**src/rtl/mem_rr_arb_4m1s_if.sv**
```systemverilog
// Purpose: bundle of the four-master request/response bus and the single slave port.
// Latency: wires only, no state.
// Backpressure: carried by s_ack_i (accept) and the outstanding-read count in outst_o.
interface mem_rr_arb_4m1s_if #(
  parameter int OUTST_DEPTH = 4
);
  localparam int CW = $clog2(OUTST_DEPTH) + 1;

  // master side
  logic [3:0]        m_req_i;
  logic [3:0]        m_we_i;
  logic [3:0][31:0]  m_addr_i;
  logic [3:0][3:0]   m_be_i;
  logic [3:0][31:0]  m_wdata_i;
  logic [3:0]        m_ack_o;
  logic [3:0]        m_resp_o;
  logic [31:0]       m_rdata_o;

  // slave side
  logic              s_req_o;
  logic              s_we_o;
  logic [31:0]       s_addr_o;
  logic [3:0]        s_be_o;
  logic [31:0]       s_wdata_o;
  logic              s_ack_i;
  logic              s_resp_i;
  logic [31:0]       s_rdata_i;

  // status
  logic [CW-1:0]     outst_o;
  logic              err_o;

  // Arbiter's view.
  modport slave (
    input  m_req_i, m_we_i, m_addr_i, m_be_i, m_wdata_i,
    input  s_ack_i, s_resp_i, s_rdata_i,
    output m_ack_o, m_resp_o, m_rdata_o,
    output s_req_o, s_we_o, s_addr_o, s_be_o, s_wdata_o,
    output outst_o, err_o
  );

  // Environment's view (masters plus memory).
  modport master (
    output m_req_i, m_we_i, m_addr_i, m_be_i, m_wdata_i,
    output s_ack_i, s_resp_i, s_rdata_i,
    input  m_ack_o, m_resp_o, m_rdata_o,
    input  s_req_o, s_we_o, s_addr_o, s_be_o, s_wdata_o,
    input  outst_o, err_o
  );
endinterface

```
**src/rtl/mem_rr_arb_4m1s.sv**
```systemverilog
// Purpose: 4-master to 1-slave round-robin memory arbiter with in-order read response routing.
// Latency: request and ack pass through combinationally (0 cycles); responses route in the same cycle.
// Backpressure: s_ack_i low locks the grant; reads stall while OUTST_DEPTH reads are outstanding.
module mem_rr_arb_4m1s #(
  parameter int OUTST_DEPTH = 4
) (
  input  logic              clk_i,
  input  logic              rst_i,
  mem_rr_arb_4m1s_if.slave  bus
);
  localparam int AW = $clog2(OUTST_DEPTH);
  localparam int CW = AW + 1;

  typedef enum logic {IDLE, LOCKED} state_t;

  state_t        state;
  logic [1:0]    lock_id;
  logic [1:0]    rr_ptr;
  logic [1:0]    fifo_mem [OUTST_DEPTH];
  logic [AW-1:0] wr_ptr;
  logic [AW-1:0] rd_ptr;
  logic [CW-1:0] cnt;
  logic          err;

  logic [1:0]    grant;
  logic          gvld;
  logic          read_ok;
  logic          s_req;
  logic          accept;
  logic          push;
  logic          pop;
  logic [1:0]    head;

  // Grant selection: the locked master, or the first requester at/after rr_ptr.
  always_comb begin
    grant = lock_id;
    gvld  = 1'b0;
    if (state == LOCKED) begin
      grant = lock_id;
      gvld  = bus.m_req_i[lock_id];
    end else begin
      // Walk from the farthest offset down so the nearest requester wins.
      for (int i = 3; i >= 0; i--) begin
        if (bus.m_req_i[rr_ptr + 2'(i)]) begin
          grant = rr_ptr + 2'(i);
          gvld  = 1'b1;
        end
      end
    end
  end

  // Reads look only at the registered count, so a same-cycle pop cannot unblock them.
  assign read_ok = (cnt < CW'(OUTST_DEPTH));
  assign s_req   = rst_i & gvld & (bus.m_we_i[grant] | read_ok);
  assign accept  = s_req & bus.s_ack_i;
  assign push    = accept & ~bus.m_we_i[grant];
  assign pop     = rst_i & bus.s_resp_i & (cnt != '0);
  assign head    = fifo_mem[rd_ptr];

  assign bus.s_req_o   = s_req;
  assign bus.s_we_o    = s_req & bus.m_we_i[grant];
  assign bus.s_addr_o  = s_req ? bus.m_addr_i[grant]  : '0;
  assign bus.s_be_o    = s_req ? bus.m_be_i[grant]    : '0;
  assign bus.s_wdata_o = s_req ? bus.m_wdata_i[grant] : '0;
  assign bus.m_ack_o   = accept ? (4'b0001 << grant) : 4'b0000;
  assign bus.m_resp_o  = pop ? (4'b0001 << head) : 4'b0000;
  assign bus.m_rdata_o = pop ? bus.s_rdata_i : '0;
  assign bus.outst_o   = cnt;
  assign bus.err_o     = err;

  // Lock FSM, round-robin pointer, FIFO pointers, outstanding count and sticky error.
  always_ff @(posedge clk_i) begin
    if (!rst_i) begin
      state   <= IDLE;
      lock_id <= 2'd0;
      rr_ptr  <= 2'd0;
      wr_ptr  <= '0;
      rd_ptr  <= '0;
      cnt     <= '0;
      err     <= 1'b0;
    end else begin
      case (state)
        IDLE: begin
          if (s_req && !bus.s_ack_i) begin
            state   <= LOCKED;
            lock_id <= grant;
          end
        end
        LOCKED: begin
          // Either accepted, or the locked master withdrew / became ineligible.
          if (!s_req || bus.s_ack_i) state <= IDLE;
        end
        default: state <= IDLE;
      endcase

      if (accept) rr_ptr <= grant + 2'd1;
      if (push)   wr_ptr <= wr_ptr + AW'(1);
      if (pop)    rd_ptr <= rd_ptr + AW'(1);

      if (push && !pop)      cnt <= cnt + CW'(1);
      else if (pop && !push) cnt <= cnt - CW'(1);

      if (bus.s_resp_i && cnt == '0) err <= 1'b1;
    end
  end

  // ID storage: records which master owns each accepted read, in acceptance order.
  always_ff @(posedge clk_i) begin
    if (push) fifo_mem[wr_ptr] <= grant;
  end
endmodule
```
**src/flat_wrapper.sv**
```systemverilog
// flat-port wrapper written by rule: the top's interface ports become plain ports
module mem_rr_arb_4m1s_flat 
#(
  parameter int OUTST_DEPTH = 4
)
  (clk_i, rst_i, bus_m_req_i, bus_m_we_i, bus_m_addr_i, bus_m_be_i, bus_m_wdata_i, bus_s_ack_i, bus_s_resp_i, bus_s_rdata_i, bus_m_ack_o, bus_m_resp_o, bus_m_rdata_o, bus_s_req_o, bus_s_we_o, bus_s_addr_o, bus_s_be_o, bus_s_wdata_o, bus_outst_o, bus_err_o);
  mem_rr_arb_4m1s_if #(.OUTST_DEPTH(OUTST_DEPTH)) bus_i ();
  input  logic clk_i;
  input  logic rst_i;
  input wire logic [$bits(bus_i.m_req_i)-1:0] bus_m_req_i;
  input wire logic [$bits(bus_i.m_we_i)-1:0] bus_m_we_i;
  input wire logic [$bits(bus_i.m_addr_i)-1:0] bus_m_addr_i;
  input wire logic [$bits(bus_i.m_be_i)-1:0] bus_m_be_i;
  input wire logic [$bits(bus_i.m_wdata_i)-1:0] bus_m_wdata_i;
  input wire logic [$bits(bus_i.s_ack_i)-1:0] bus_s_ack_i;
  input wire logic [$bits(bus_i.s_resp_i)-1:0] bus_s_resp_i;
  input wire logic [$bits(bus_i.s_rdata_i)-1:0] bus_s_rdata_i;
  output wire logic [$bits(bus_i.m_ack_o)-1:0] bus_m_ack_o;
  output wire logic [$bits(bus_i.m_resp_o)-1:0] bus_m_resp_o;
  output wire logic [$bits(bus_i.m_rdata_o)-1:0] bus_m_rdata_o;
  output wire logic [$bits(bus_i.s_req_o)-1:0] bus_s_req_o;
  output wire logic [$bits(bus_i.s_we_o)-1:0] bus_s_we_o;
  output wire logic [$bits(bus_i.s_addr_o)-1:0] bus_s_addr_o;
  output wire logic [$bits(bus_i.s_be_o)-1:0] bus_s_be_o;
  output wire logic [$bits(bus_i.s_wdata_o)-1:0] bus_s_wdata_o;
  output wire logic [$bits(bus_i.outst_o)-1:0] bus_outst_o;
  output wire logic [$bits(bus_i.err_o)-1:0] bus_err_o;
  assign bus_i.m_req_i = bus_m_req_i;
  assign bus_i.m_we_i = bus_m_we_i;
  assign bus_i.m_addr_i = bus_m_addr_i;
  assign bus_i.m_be_i = bus_m_be_i;
  assign bus_i.m_wdata_i = bus_m_wdata_i;
  assign bus_i.s_ack_i = bus_s_ack_i;
  assign bus_i.s_resp_i = bus_s_resp_i;
  assign bus_i.s_rdata_i = bus_s_rdata_i;
  assign bus_m_ack_o = bus_i.m_ack_o;
  assign bus_m_resp_o = bus_i.m_resp_o;
  assign bus_m_rdata_o = bus_i.m_rdata_o;
  assign bus_s_req_o = bus_i.s_req_o;
  assign bus_s_we_o = bus_i.s_we_o;
  assign bus_s_addr_o = bus_i.s_addr_o;
  assign bus_s_be_o = bus_i.s_be_o;
  assign bus_s_wdata_o = bus_i.s_wdata_o;
  assign bus_outst_o = bus_i.outst_o;
  assign bus_err_o = bus_i.err_o;
  mem_rr_arb_4m1s #(.OUTST_DEPTH(OUTST_DEPTH)) u_core (.clk_i(clk_i), .rst_i(rst_i), .bus(bus_i));
endmodule
```
**config.mk**
```make
export PLATFORM = sky130hd
export DESIGN_NAME = mem_rr_arb_4m1s_flat
export DESIGN_NICKNAME = d
export VERILOG_FILES = /design/src/rtl/mem_rr_arb_4m1s_if.sv /design/src/rtl/mem_rr_arb_4m1s.sv /design/src/flat_wrapper.sv
export SDC_FILE = /design/constraint.sdc
export NUM_CORES = 1
export LEC_CHECK = 0
export CORE_AREA = 5 5 165 167
export DETAILED_ROUTE_END_ITERATION = 16
export DIE_AREA = 0 0 170 172
export PLACE_DENSITY = 0.63
export SETUP_SLACK_MARGIN = 0.4
export SLEW_MARGIN = 5
export SYNTH_ARGS = -nofsm -noshare
export SYNTH_HDL_FRONTEND = slang
export SYNTH_SLANG_ARGS = --single-unit
```
**constraint.sdc**
```tcl
create_clock -name clk_i -period 4.61 [get_ports clk_i]
set_clock_uncertainty 0.05 [all_clocks]
set_input_delay 0.6915 -clock clk_i [delete_from_list [all_inputs] [get_ports clk_i]]
set_output_delay 0.6915 -clock clk_i [all_outputs]
set_load 0.01 [all_outputs]
```
==> results of run 1 <==
worst max-delay path: cells and delay by family:
family                 cells  cell delay [ns]
buffers and inverters      4             1.24
AO/OA/AOI/OAI              3             0.38
AND/OR/NAND/NOR            4             1.03
area by class of cell:
type / instances / area share (%)
Tap cell: 335 / 4.51
Sequential cell: 23 / 5.82
Inverter: 10 / 0.471
Clock buffer: 4 / 0.848
Multi-Input combinational cell: 699 / 37.3
Timing Repair Buffer: 463 / 51.0
power breakdown:
part | internal, mW | switching, mW | leakage, nW | total, mW
Clock | 0.118 | 0.0688 | 0.0382 | 0.187
Sequential | 0.263 | 0.0631 | 0.196 | 0.326
Combinational | 1.53 | 1.72 | 3.95 | 3.25
Total | 1.91 | 1.85 | 4.19 | 3.76
state kept, by name (all words and copies together), names as in the netlist, named ones only:
signal              flops
u_core.lock_id          2
u_core.rr_ptr           2
u_core.bus.err_o        1
u_core.wr_ptr           2
u_core.rd_ptr           2
u_core.bus.outst_o      3
u_core.state            1
u_core.fifo_mem         8
layer usage:
layer | share of wire (%) | vias to the layer above | track usage, %
li1 | - | 3432 | -
met4 | 1.6 | 2 | 2.92
met1 | 38 | 2903 | 17.3
met5 | 0.052 | - | 0
met2 | 51 | 297 | 28.2
met3 | 9.6 | 25 | 3.80
per-stage QoR:
stage / hold slack, ns / util [%]
floorplan: 0.419 / -
global placement: 0.450 / 35.1
detailed placement: 0.459 / 35.1
CTS: 0.469 / 35.9
global route: 0.491 / 36.3
finish: 0.467 / 36.3
cell families (layout without fill, tap and decap cells):
kind of cell	count (synthesis)	count (layout)	share of synthesized area, %
AND/OR/NAND/NOR	581	581	59.7
AO/OA/AOI/OAI	93	93	12.8
buffers and inverters	76	477	7.46
flip-flops	23	23	12.6
multiplexers	11	11	3.61
adder cells (fa/ha/maj)	10	10	3.09
XOR/XNOR	4	4	0.816
worst max-delay path by stage:
| stage | cells after the start | start | slack, ns | end |
|---|---|---|---|---|
| 3_3_place_gp | 9 | bus_m_req_i[0] | 0.25 | bus_s_req_o |
| 3_5_place_dp | 11 | bus_m_req_i[0] | 0.17 | bus_s_wdata_o[26] |
| 5_1_grt | 10 | bus_m_req_i[1] | 0.36 | bus_s_wdata_o[21] |
| 6_report | 11 | bus_m_req_i[0] | 0.49 | bus_s_addr_o[7] |
| 2_1_floorplan | 12 | bus_m_req_i[0] | 1.11 | u_core.bus.outst_o[2] |
| 4_1_cts | 10 | bus_m_req_i[3] | 0.41 | bus_s_be_o[3] |
cells in the final DEF, fill, tap and decap left out, drive strengths merged, types with 8 or more instances in the layout:
cell type | Yosys | routed
and2 | 43 | 43
nand2 | 355 | 355
buf | 24 | 31
nand2b | 8 | 8
dlymetal6s2s | 0 | 17
nand3 | 71 | 71
dlygate4sd2 | 0 | 24
dfxtp | 15 | 15
edfxtp | 8 | 8
o21ai | 74 | 74
clkdlybuf4s50 | 0 | 387
inv | 10 | 9
nor2 | 10 | 10
nor3 | 71 | 71
ha | 9 | 9
what timing repair did:
item	4_1_cts	5_1_grt
resized for setup	32	23
endpoints found under the setup margin	74	46
setup buffers	7	4
hold endpoints to repair	0	0
cloned	2	1
pin swaps	2	1
==> reports/metrics.yaml, run 1 <==
outcome:
  status: "finished clean"
min_path:
  min_from: "u_core.wr_ptr[0]"
  min_delay_worst_endpoint: "u_core.wr_ptr[0]"
  hold_path_class: "flop to flop"
  min_path_cells: 1
routing:
  routed_wl_um: 24900
  first_pass_iters: 4
  drt_iter0_drc: 314
  ant_nets: 0
  wl_per_cell_um: 16.2
  via_per_inst: 4.34
  vias: 6659
  drc: 0
logic_synthesis:
  synth_seq_cells: 23
  synth_top_area_share_pct: 31.0
  yosys-top-cells-count: "nand2_1, o21ai_0, nand3_1, nor3_1, and2_1"
  synth-main-ff-cell: "dfxtp_1"
  yosysSeqAreaShare_pct: 12.6
  syn-cell-area_um2: 4300
  ys_top_cells_by_area: "nand2_1, o21ai_0, nand3_1, nor3_1, dfxtp_1"
  synth_edf_count: 8
  synth_cells: 798
  async_flop_share_pct: 0
  synth_cell_types: 49
  syn_nets: 1124
  yosysWarnings: 0
  synth_area_leader_cell: "nand2_1"
  syn_area_per_cell_um2: 5.38
  yosysMostFrequentCell: "nand2_1"
die:
  initial_core_util_pct: 16.8
  core.rowCount: 59
  core-area_um2: 25600
  die_h_um: 172
  die_area_um2: 29200
  ioPinCount: 430
  fp.dieW_um: 170
grt:
  grt_pass1_wl_um: 35200
  grt_pass1_vias: 6331
  track_usage_pct: 15.0
  grt.overflow.total: 0
  grt_start_max_net_pins: 79
  antenna_found_initial: 1
clocking:
  htree_levels: 1
  cts_buffers: 3
  clk_latency_ns: 0.26
  clkSinkCount: 23
  clockBufferDepth: 2
  postCtsHoldBufs: 0
  path_clk_slew_ns: 0.06
  cts_tree: "done"
  cts-root-buf: "clkbuf_16"
power:
  finalPower_mw: 3.76
  p_leak_nw: 4.19
  irDropWorstVdd_uv: 214
  p_per_area_nw_per_um2: 405
final_layout:
  finalNonFillerCells: 1534
  drive_above_1_share_pct: 5.09
  area_growth_syn_to_layout_pct: 116
  fillers: 2764
  num_antenna_cells: 0
  register_area_um2: 541
  multi_input_area_um2: 3470
  design_area_um2: 9290
  nNetsFinal: 1526
timing:
  fmaxAchievable_mhz: 243
  finalHoldViolCount: 0
  setup_viol: 0
  setup_tns_ns: 0
  worst_pin_slew_ns: 0.508
  slew_viol_final: 0
  slew_headroom_pct: 66.1
  fin_crit_sh_pct: 89.4
  fin_ws_ns: 0.490
  period_needed_ns: 4.12
  rsz0062_at_grt: "yes"
setup_path:
  r2r_start: "u_core.rr_ptr[0]"
  start_kind: "input port"
  cp_cell_sequence: "dlygate4sd2_1, or4b_1, a21oi_2, or2_1, o41ai_4, buf_4, buf_6, nand3_1, o21ai_0, nor3_1, clkdlybuf4s50_1"
  cp-end-kind: "output port"
  slowest_delay_ns: 0.58
  crit_fanout: 31
  worst_r2r_path_depth: 14
  required_ns: 3.87
  critical_path_arrival_ns: 3.38
  slowest_stage: "clkdlybuf4s50_1"
  critPathKind: "input port to output port"
  rr_endpoint: "u_core.bus.outst_o[2]"
  r2r_slack_ns: 1.01
placement:
  place_inst: 1516
  place_area_um2: 9000
  dpl_worst_slack_ns: 0.166
  dp_hpwl_um: 19600
  io_buffers: 429
  place_congestion: 0.871
job:
  max_cap_viol_count: 0
Note: power is estimated with default switching activity, not from simulation.
==> run 2: changes to the inputs <==
ABC_AREA = 1   (was unset)
CORE_AREA = 5 5 164 166   (was 5 5 165 167)
DIE_AREA = 0 0 169 171   (was 0 0 170 172)
==> run 2 against run 1 <==
  * Via count is 0.41% higher
  * Count of clock-buffer cells in the layout is 1 lower
  * Power is 9.6% lower
  * Sequential power is 9.5% lower
  * Non-clock buffer count is 17 lower
  * Clock power hardly changed
  * Sequential share of layout area is 0.19 points higher
  * Global-route usage is 1.1 points higher
  * Synthesized cell count is 1.9% higher
  * Routed wire length is 2.6% higher
  * Area after synthesis is 4.5% lower
==> reports/metrics.yaml, run 2 <==
timing:
  slew_headroom_pct: 39.4  # -27 points
  fin_crit_sh_pct: 91.8  # +2.4 points
  setup_tns_ns: 0  # unchanged
  finalHoldViolCount: 0  # unchanged
  setup_viol: 0  # unchanged
  slew_viol_final: 0  # unchanged
  worst_pin_slew_ns: 0.908  # +0.400 ns
  period_needed_ns: 4.23  # +0.112 ns
  fmaxAchievable_mhz: 236  # -2.6%
  rsz0062_at_grt: "yes"
die:
  initial_core_util_pct: 16.1  # -0.66 points
  core-area_um2: 25500  # -0.58%
  die_h_um: 171  # -0.58%
  die_area_um2: 28900  # -1.2%
  ioPinCount: 430  # unchanged
  fp.dieW_um: 169  # -0.59%
  core.rowCount: 59  # unchanged
power:
  irDropWorstVdd_uv: 183  # -14%
  p_leak_nw: 4.23  # +0.95%
  p_per_area_nw_per_um2: 378  # -6.7%
routing:
  drc: 0  # unchanged
  drt_iter0_drc: 379  # +21%
  first_pass_iters: 4  # unchanged
  via_per_inst: 4.33  # -0.18%
  vias: 6686  # +0.41%
  routed_wl_um: 25600  # +2.6%
  ant_nets: 0  # unchanged
  wl_per_cell_um: 16.6  # +2.0%
setup_path:
  start_kind: "input port"
  critPathKind: "input port to output port"
  crit_fanout: 28  # -9.7%
  critical_path_arrival_ns: 3.49  # +0.11 ns
  cp-end-kind: "output port"
  required_ns: 3.87  # about the same
min_path:
  hold_path_class: "flop to flop"
logic_synthesis:
  yosys-top-cells-count: "nor2_1, a21oi_1, o21ai_1"
  synth_adder_area_share_pct: 3.23  # +0.15 points
  synth_seq_cells: 23  # unchanged
  yosysWarnings: 0  # unchanged
  synth_cells: 813  # +1.9%
  async_flop_share_pct: 0  # unchanged
  muxShareOfSynthArea_pct: 0  # -3.6 points
  synth_cell_types: 30  # -39%
  yosysSeqAreaShare_pct: 13.2  # +0.60 points
  yosysMostFrequentCell: "nor2_1"
  synth_edf_count: 8  # unchanged
  syn-cell-area_um2: 4100  # -4.5%
  synth-main-ff-cell: "dfxtp_1"
  syn_nets: 1139  # +1.3%
  syn_area_per_cell_um2: 5.04  # -6.3%
  synth_area_leader_cell: "nor2_1"
  synth_top_area_share_pct: 30.0  # -1.0 points
  synth_top_family_by_area: "simple AND/OR/NAND/NOR gates"
  ys_top_cells_by_area: "nor2_1, a21oi_1, o21ai_1, o21ai_0, dfxtp_1"
  synth-simple-area-share_pct: 40.4  # -19 points
  synth_xor_area_share_pct: 0.214  # -0.60 points
  synth_compound_area_share_pct: 28.2  # +15 points
clocking:
  htree_levels: 1  # unchanged
  cts_buffers: 3  # unchanged
  path_clk_slew_ns: 0.06  # about the same
  clockBufferDepth: 2  # unchanged
  cts-root-buf: "clkbuf_16"
  clk_latency_ns: 0.25  # about the same
  clkSinkCount: 23  # unchanged
  cts_tree: "done"
placement:
  place_congestion: 0.902  # +3.6%
  dp_hpwl_um: 20600  # +5.4%
  place_inst: 1535  # +1.3%
  io_buffers: 429  # unchanged
grt:
  grt_start_max_net_pins: 72  # -8.9%
  grt_pass1_vias: 6623  # +4.6%
  grt_pass1_wl_um: 37600  # +6.9%
  grt.overflow.total: 0  # unchanged
  antenna_found_initial: 2  # +1
  track_usage_pct: 16.1  # +1.1 points
job:
  max_cap_viol_count: 0  # unchanged
final_layout:
  largest_reg_flops: 8  # unchanged
  largest_register: "u_core.fifo_mem"
  utilization_pct: 35.3  # -0.95 points
  finalNonFillerCells: 1543  # +0.59%
  nNetsFinal: 1534  # +0.52%
  area_growth_syn_to_layout_pct: 119
  layout_commonest_cell: "clkdlybuf4s50_1"
  drive_above_1_share_pct: 3.89  # -1.2 points
  final_cell_mix: "clkdlybuf4s50_1, nor2_1, o21ai_1"
outcome:
  status: "finished clean"
run 2: repair_timing:
action | 4_1_cts | 5_1_grt
resized for setup | 33 | 59
setup endpoints to repair | 40 | 55
cloned | 3 | 0
pin swaps | 0 | 1
setup buffers | 0 | 0
hold buffers | 0 | 0
run 2: worst paths after layout:
check | cells after the start | slack (ns) | from | endpoint
worst max-delay path | 19 | 0.38 | bus_m_req_i[2] | bus_s_wdata_o[11]
worst min-delay path | 2 | 0.41 | u_core.bus.err_o | u_core.bus.err_o
worst min register to register | 2 | 0.41 | u_core.bus.err_o | u_core.bus.err_o
worst max register to register | 23 | 0.98 | u_core.rr_ptr[0] | u_core.bus.outst_o[2]
run 2: where the power goes:
| part | switching [mW] | internal (mW) |
|---|---|---|
| Clock | 0.0673 | 0.116 |
| Sequential | 0.0424 | 0.253 |
| Combinational | 1.62 | 1.30 |
| Total | 1.73 | 1.67 |
run 2: routing by layer:
metal / share of wire, % / global-route usage [%] / vias to the layer above
met5: 0.051 / 0 / -
met4: 2.1 / 3.71 / 2
met3: 10 / 5.04 / 30
met2: 49 / 28.5 / 320
met1: 38 / 19.1 / 2945
li1: - / - / 3389
run 2: layout make-up:
class	instances	area, µm²
Antenna cell	1	2.50
Clock buffer	3	75.1
Clock inverter	1	5.00
Fill cell	2773	16500
Inverter	72	280
Multi-Input combinational cell	662	3000
Sequential cell	23	541
Tap cell	335	419
Timing Repair Buffer	446	4680
run 2: cell families after synthesis:
logic type / Yosys count
XOR/XNOR: 1
adder cells (fa/ha/maj): 10
AO/OA/AOI/OAI: 229
AND/OR/NAND/NOR: 422
flip-flops: 23
buffers and inverters: 128
run 2: critical path: stages:
cell and delay [ns]:
clkdlybuf4s50_1 0.51, inv_1 0.07, nand2_1 0.13, nand3_1 0.12, nand2_2 0.10, inv_1 0.05
nand3_1 0.07, nand2_1 0.05, nand2_1 0.06, nand2_2 0.06, nand2_4 0.08, nand2_4 0.11
inv_8 0.12, bufbuf_16 0.33, nor2_1 0.05, nor2_1 0.07, o21ai_1 0.07, a21oi_1 0.16
clkdlybuf4s50_1 0.56
run 2: through the flow:
| stage | area [µm²] | power [mW] | worst slack (ns) | hold WS, ns |
|---|---|---|---|---|
| after floorplan | 4100 | 1.86 | 1.65 | 0.386 |
| after global placement | 8690 | 3.14 | 0.211 | 0.400 |
| after detailed placement | 8690 | 3.17 | 0.197 | 0.408 |
| after CTS | 8860 | 3.44 | 0.359 | 0.421 |
| after global routing | 8990 | 3.73 | 0.179 | 0.439 |
| final | 9000 | 3.40 | 0.378 | 0.413 |
==> run 3: changes to the inputs <==
CAP_MARGIN = 20   (was unset)
==> results of run 3 <==
No change in the layout: final DEF, timing and power equal those of run 2.
